### src/rtl/icache_fill_unit.sv
// Direct-mapped instruction cache with a single-outstanding miss handler.
// Lookups hit combinationally; misses request a block from the memory controller and fill one line.
`ifndef XLEN
`define XLEN 32
`endif

package icache_fill_unit_pkg;
    typedef enum logic [1:0] {
        BUS_NONE  = 2'h0,
        BUS_LOAD  = 2'h1,
        BUS_STORE = 2'h2
    } BUS_COMMAND;

    typedef enum logic {
        DCACHE = 1'b0,
        ICACHE = 1'b1
    } DEST_CACHE;
endpackage

module icache_fill_unit
    import icache_fill_unit_pkg::*;
#(
    parameter int CACHE_LINES = 32,
    parameter int IDX_BITS    = $clog2(CACHE_LINES),
    parameter int TAG_BITS    = 32 - 3 - IDX_BITS
) (
    input  logic              clock,
    input  logic              reset,
    input  logic [`XLEN-1:0]  proc2Icache_addr,
    output logic [63:0]       Icache2proc_data,
    output logic              Icache2proc_valid,
    output BUS_COMMAND        icache_command,
    output logic [`XLEN-1:0]  icache_addr,
    input  logic [3:0]        control2cache_response,
    input  DEST_CACHE         control2cache_response_which,
    input  logic [63:0]       control2cache_data,
    input  logic [3:0]        control2cache_tag,
    input  DEST_CACHE         control2cache_tag_which
);

    typedef enum logic [1:0] {
        IDLE = 2'd0,
        REQ  = 2'd1,
        WAIT = 2'd2
    } state_t;

    state_t                   state;
    logic [`XLEN-4:0]         miss_blk;
    logic [3:0]               miss_tag;

    logic [63:0]              line_data [CACHE_LINES];
    logic [TAG_BITS-1:0]      line_tag  [CACHE_LINES];
    logic [CACHE_LINES-1:0]   line_valid;

    logic [`XLEN-1:0]         fetch_aligned;
    logic [`XLEN-4:0]         fetch_blk;
    logic [IDX_BITS-1:0]      fetch_idx;
    logic [TAG_BITS-1:0]      fetch_tag;
    logic [IDX_BITS-1:0]      miss_idx;
    logic [TAG_BITS-1:0]      miss_tag_field;
    logic                     hit;
    logic                     grant;
    logic                     fill;

    assign fetch_aligned  = proc2Icache_addr & ~(`XLEN'(7));
    assign fetch_blk      = fetch_aligned[`XLEN-1:3];
    assign fetch_idx      = fetch_blk[IDX_BITS-1:0];
    assign fetch_tag      = fetch_blk[`XLEN-4:IDX_BITS];
    assign miss_idx       = miss_blk[IDX_BITS-1:0];
    assign miss_tag_field = miss_blk[`XLEN-4:IDX_BITS];

    assign hit   = line_valid[fetch_idx] && (line_tag[fetch_idx] == fetch_tag);
    assign grant = (control2cache_response != 4'd0) && (control2cache_response_which == ICACHE);
    // Reset gating here also guarantees a late tag after a mid-WAIT reset can never write a line.
    assign fill  = reset && (state == WAIT) && (control2cache_tag != 4'd0) &&
                   (control2cache_tag == miss_tag) && (control2cache_tag_which == ICACHE);

    always_comb begin
        Icache2proc_valid = reset && hit;
        Icache2proc_data  = (reset && hit) ? line_data[fetch_idx] : '0;
        icache_command    = BUS_NONE;
        icache_addr       = '0;
        if (reset && (state != WAIT) && !hit) begin
            icache_command = BUS_LOAD;
            icache_addr    = fetch_aligned;
        end
    end

    always_ff @(posedge clock) begin
        if (!reset) begin
            state      <= IDLE;
            line_valid <= '0;
            miss_blk   <= '0;
            miss_tag   <= '0;
        end else begin
            case (state)
                IDLE: begin
                    if (!hit) begin
                        miss_blk <= fetch_blk;
                        if (grant) begin
                            miss_tag <= control2cache_response;
                            state    <= WAIT;
                        end else begin
                            state    <= REQ;
                        end
                    end
                end
                REQ: begin
                    if (hit) begin
                        state <= IDLE;
                    end else if (grant) begin
                        miss_tag <= control2cache_response;
                        miss_blk <= fetch_blk;
                        state    <= WAIT;
                    end
                end
                WAIT: begin
                    if (fill) begin
                        line_valid[miss_idx] <= 1'b1;
                        state                <= IDLE;
                    end
                end
                default: state <= IDLE;
            endcase
        end
    end

    always_ff @(posedge clock) begin
        if (fill) begin
            line_data[miss_idx] <= control2cache_data;
            line_tag[miss_idx]  <= miss_tag_field;
        end
    end

endmodule

### config.mk
export PLATFORM = sky130hd
export DESIGN_NAME = icache_fill_unit
export DESIGN_NICKNAME = d
export VERILOG_FILES = /design/src/rtl/icache_fill_unit.sv
export SDC_FILE = /design/constraint.sdc
export NUM_CORES = 2
export LEC_CHECK = 0
export ABC_AREA = 1
export BUFFER_PORTS_ARGS = -buffer_cell sky130_fd_sc_hd__buf_2
export CAP_MARGIN = 20
export CORE_ASPECT_RATIO = 0.7
export CORE_MARGIN = 2
export CORE_UTILIZATION = 41
export CTS_BUF_LIST = sky130_fd_sc_hd__clkbuf_2 sky130_fd_sc_hd__clkbuf_4 sky130_fd_sc_hd__clkbuf_8
export CTS_CLUSTER_SIZE = 12
export DETAILED_ROUTE_END_ITERATION = 8
export PLACE_DENSITY_LB_ADDON = 0.25
export REMOVE_ABC_BUFFERS = 1
export SETUP_SLACK_MARGIN = 0.1
export SYNTH_ARGS = -nofsm -noshare
export SYNTH_HDL_FRONTEND = slang
export SYNTH_SLANG_ARGS = --single-unit
### constraint.sdc
create_clock -name clock -period 6.3 [get_ports clock]
set_input_delay 0 -clock clock [delete_from_list [all_inputs] [get_ports clock]]
set_output_delay 0 -clock clock [all_outputs]
set_load 0.1 [all_outputs]
# Word-level counts from Yosys, hierarchy flattened
# Memory sizes are Yosys's and may differ from the RTL's.
# Index checks and enable logic that the tools add are counted.
# W data, S select, Z words.
[classes] magnitude_cmp=3 n_eq_ne=10 mux=19 bitwise_logic=2 n_reduce_logical=20
[op_table] cell="$mux W29" count=3
[op_table] cell="$mux W64" count=1
[op_table] cell="$pmux W29 S2" count=1
[op_table] cell="$mux W32" count=1
[op_table] cell="$or A32 B32 Y32" count=1
[op_table] cell="$eq A24 B24 Y1" count=1
[op_table] cell="$lt A5 B6 Y1 const B" count=2
[op_table] cell="$logic_and A1 B1 Y1" count=10
[op_table] cell="$mux W2" count=5
[op_table] cell="$ne A2 B2 Y1 const B" count=5
[op_table] cell="$reduce_bool A4 Y1" count=2
[op_table] cell="$pmux W2 S3" count=1
[op_table] cell="$reduce_and A3 Y1" count=2
[op_table] cell="$bmux W1 S5" count=1
[op_table] cell="$demux W1 S5" count=1
[op_table] cell="$ge A5 B1 Y1 const B" count=1
[op_table] cell="$mux W1" count=5
[op_table] cell="$eq A4 B4 Y1" count=1
[op_table] cell="$reduce_and A4 Y1" count=1
[op_table] cell="$ne A3 B3 Y1 const B" count=1
[op_table] cell="$eq A2 B1 Y1 const B" count=1
[op_table] cell="$eq A2 B2 Y1 const B" count=1
[op_table] cell="$logic_not A2 Y1" count=1
[op_table] cell="$reduce_and A2 Y1" count=1
[op_table] cell="other kinds (4)" count=4
[word_totals] register_bits=67 ramBits=2816 input_bits=108 out_inout_bits=99 elab_cells=60 memories=2
[memory_table] name="line_data" words=32 word_bits=64 rd=1 rd_ports_with_merged_regs=0 wr=1 line="51" text="logic [63:0] line_data [CACHE_LINES];"
[memory_table] name="line_tag" words=32 word_bits=24 rd=1 rd_ports_with_merged_regs=0 wr=1 line="52" text="logic [TAG_BITS-1:0] line_tag [CACHE_LINES];"

# Logic depth before layout (Yosys ltp)
[logic_depth] word_depth=7 depth_mapped=23 depth_no_buf=20

# Worst setup path before layout
# No wires, ideal clock.
[synth_path] path_kind="reg-to-reg" start="register state[1]" end="memory line_data[10][0], enable pin" setup_ns=0.537 t_arrival_ns=4.900 required_time_ns=5.763 setup_slack_ns=0.863 stages_incl_launch_ff=9 n_path_buf=0 period_less_slack_ns=5.437 path_cell_list="dfxtp_1 inv_1 nor2_1 nand3_1 nor3_1 nand3_1 inv_1 nand3_1 nor2_1"
[synth_via] elab_chain_cells=7
[synth_rtl] element="start: declaration" line="47" text="state_t state;"
[synth_rtl] element="start signal: assignment" line="91" text="state <= IDLE;"
[synth_rtl] element="start signal: assignment" line="102" text="state <= WAIT;"
[synth_rtl] element="start signal: assignment" line="104" text="state <= REQ;"
[synth_rtl] element="$eq A2 B2 Y1" line="75" text="assign fill = reset && (state == WAIT) && (control2cache_tag != 4'd0) &&"
[synth_rtl] element="$logic_and A1 B1 Y1 (3 in a row)" line="75"
[synth_rtl] element="$logic_and A1 B1 Y1" line="76" text="(control2cache_tag == miss_tag) && (control2cache_tag_which == ICACHE);"
[synth_rtl] element="$mux W1" line="129" text="if (fill) begin"
[synth_rtl] element="$mux W1 (implied by the code)" line="130" text="line_data[miss_idx] <= control2cache_data;"
[synth_rtl] element="end: declaration" line="51"
# Every way passes these cells.

# Worst setup path after layout
[layout_path] start="input proc2Icache_addr[4]" end="output Icache2proc_data[18]"
[layout_via] elab_chain_cells=5 elab_cells_between_ends=8 cone_classes="eq/ne (1); mux (3); reduce/logical (2); memory (2)"
[layout_rtl] element="start: declaration" line="29" text="input logic [`XLEN-1:0] proc2Icache_addr,"
[layout_rtl] element="$mem_v2 Z32 W24 / $bmux W1 S5 (equally long branches)"
[layout_rtl] element="$eq A24 B24 Y1 / $mux W1 (equally long branches)" line="72" text="assign hit = line_valid[fetch_idx] && (line_tag[fetch_idx] == fetch_tag);"
[layout_rtl] element="$logic_and A1 B1 Y1" line="72"
[layout_rtl] element="$logic_and A1 B1 Y1" line="80" text="Icache2proc_data = (reset && hit) ? line_data[fetch_idx] : '0;"
[layout_rtl] element="$mux W64 *" line="80"
[layout_rtl] element="end: declaration" line="30" text="output logic [63:0] Icache2proc_data,"
# Every way passes the cells marked *; elsewhere a longest branch is shown, timed or not. The select of a mux whose other input is x is not followed.

==> reports/qor.yml <==
detailed_routing:
  vias_per_cell: 5.70
  drc: 0
  finalWirelength_mm: 348
  drt_iter0_drc: 9232
  drt-pass1-iter-count: 6
  routedWlPerCell_um: 26.0
  postRouteAntennaNets: 0
  routed-via-count: 76200
sta:
  final-max-slew-violation-count: 0
  post-route-period-util_pct: 90.4
  max_slew_margin_pct: 20.4
  worst_pin_slew_ns: 1.19
  rsz0062_at_grt: "false"
  whs_ns: 0.0373
  tns_ns: 0
  hold_viol_final: 0
  skew_ns: 0.0845
  max_freq_ghz: 0.176
  layout_min_cycle_time_ns: 5.69
  setup_violations: 0
place:
  gp_congestion: 0.765
  place_area_um2: 121000
  dp_cells: 12400
  portBuffers: 199
  hpwl_mm: 161
yosys:
  synth_top_area_cell: "edfxtp_1"
  synth_edf_count: 2816
  synthArstFlopShare_pct: 0
  ys_ff_latch: 2883
  ys_warn_count: 0
  synth.top_cell.area_share_pct: 73.9
  yosys_most_used_dff: "edfxtp_1"
  syn_area_um2: 114000
  synth_cell_types: 35
  netlist_top_cells_area: "edfxtp_1, nand2_1, a21oi_1, nand3_1, clkbuf_1"
  syn_inst: 8918
  seq_area_frac_synth_pct: 75.0
  ys_top_cells_by_count: "edfxtp_1, nand2_1, a21oi_1, nand3_1, clkbuf_1"
  yosysMostFrequentCell: "edfxtp_1"
  avgSynthCellArea_um2: 12.8
cells_and_area:
  final_area_um2: 131000
  syn2layout_area_growth_pct: 14.8
  final_nets: 9448
  final_cells: 13400
  post-route-util_pct: 47.2
  fillers: 24400
  drive_gt1_share_pct: 11.8
die:
  die_h_um: 446
  io_pins: 207
  die_area_um2: 283000
  row_count: 162
  die_w_um: 636
  core_region_area_um2: 278000
  start_util_pct: 41.2
cts:
  cts_tree: "yes"
  clk_pin_slew_ns: 0.06
  clk_latency_ns: 1.07
  cts_root_buf: "clkbuf_8"
  h-tree-depth: 5
  post_cts_buffers: 0
  numCtsBuffers: 434
  cts_sinks: 2883
  cts.path.max_buffers: 4
power:
  vdd_drop_max_uv: 197
  power.leakage_nw: 45.1
  cellPowerDensity_nw_per_um2: 293
worst_setup_path:
  path_class: "primary input to primary output"
  cp_max_fo: 100
  critPathLaunchType: "primary input"
  crit_arrival_ns: 5.69
  required_ns: 6.30
  critPathCaptureType: "primary output"
job:
  maxCapViolations: 0
global_routing:
  grt-ovfl-total: 0
  grt_pass1_wl_mm: 500
  grt_max_degree: 219
  grt_use_total_pct: 23.9
  antenna_found_initial: 12
  grt_pass1_vias: 72300
worst_hold_path:
  hp-class: "primary input to flop"
status:
  status: "finished clean"
==> registers in the layout, summed over array words and instances, names as in the netlist <==
name / cells
line_data: 2048
line_valid: 32
state: 2
miss_tag: 4
line_tag: 768
miss_blk: 29
==> where the power goes <==
part	switching, mW	internal, mW	leakage (nW)
sequential	0.128	21.1	25.9
clock	7.20	7.70	4.39
combinational	1.67	0.666	14.8
==> kinds of logic (layout without fill, tap and decap cells) <==
kind of cell           after synthesis  count (layout)  synth area share, %
AND/OR/NAND/NOR                   3547            3547                 12.5
XOR/XNOR                             4               4               0.0306
buffers and inverters              735            1486                 2.66
flip-flops                        2883            2883                 75.0
other                                1              10              0.00328
AO/OA/AOI/OAI                     1748            1748                 9.74
==> placed cells by master, fill, tap and decap left out, drive strengths merged <==
master / Yosys / final
a32oi: 12 / 12
o21a: 32 / 32
dlygate4sd3: 0 / 233
o211ai: 42 / 42
o22ai: 1 / 1
a21oi: 1038 / 1038
o21ai: 58 / 58
clkinv: 1 / 138
inv: 94 / 103
a211o: 12 / 12
nand2: 2572 / 2572
a221o: 80 / 80
clkinvlp: 0 / 8
edfxtp: 2816 / 2816
bufinv: 0 / 3
a22oi: 128 / 128
nand3: 787 / 787
nor2: 176 / 176
nor3: 12 / 12
a211oi: 52 / 52
o311ai: 136 / 136
dfxtp: 67 / 67
a221oi: 64 / 64
diode: 0 / 6
a41oi: 1 / 1
conb: 1 / 4
clkbuf: 385 / 613
o31ai: 52 / 52
xor2: 4 / 4
a32o: 40 / 40
buf: 255 / 388
==> worst max-delay path, cell delays in order <==
cell	delay (ns)
dlygate4sd3_1	0.57
buf_8	0.20
inv_8	0.59
buf_4	0.44
nand3_1	0.16
nand3_1	0.11
nand3_1	0.09
nand3_1	0.10
nand2_1	0.11
xor2_1	0.17
nor2_1	0.36
nand3_1	0.24
nor2_2	0.40
nand2_4	0.52
buf_4	0.46
a211oi_1	0.58
buf_12	0.26
==> per-layer routing <==
layer,vias up,GRT usage [%],part of all wire [%]
met5,-,0,0.0020
met4,2,6.83,2.6
met3,598,3.61,8.4
met2,3602,38.0,46
met1,38300,34.1,43
li1,33700,-,-
==> layout make-up <==
| cell class | instances | area, um^2 | share of cell area [%] |
|---|---|---|---|
| clock buffers | 611 | 7430 | 5.66 |
| diodes | 6 | 15.0 | 0.0114 |
| multi-input cells | 5303 | 25800 | 19.6 |
| clock inverters | 157 | 821 | 0.625 |
| flip-flops and latches | 2883 | 85900 | 65.4 |
| repair buffers | 623 | 6420 | 4.89 |
| well taps | 3690 | 4620 | 3.51 |
| inverters | 95 | 392 | 0.298 |
==> metrics by stage <==
stage          setup slack, ns  total power, mW
6_report                 0.607             38.5
5_1_grt                  0.357             39.8
4_1_cts                  0.677             38.7
3_5_place_dp              1.32             23.8
3_3_place_gp              1.27             23.8
2_1_floorplan            -9.51             23.0
==> path summary, 6_finish.rpt <==
kind | from | to | slack (ns) | depth (start not counted)
max reg2reg | state[1] | line_data[23][60] | 1.38 | 10
min reg2reg | line_valid[26] | line_valid[26] | 0.47 | 1
min | reset | line_valid[8] | 0.04 | 3
max | proc2Icache_addr[4] | Icache2proc_data[18] | 0.61 | 17
==> repair_timing <==
action | in CTS | in global routing
endpoints found under the hold margin | 2083 | 0
hold buffers | 233 | 0
setup endpoints to repair | 0 | 0
gates resized for setup | 0 | 0
No activity file was read; power rests on OpenSTA's default activity.
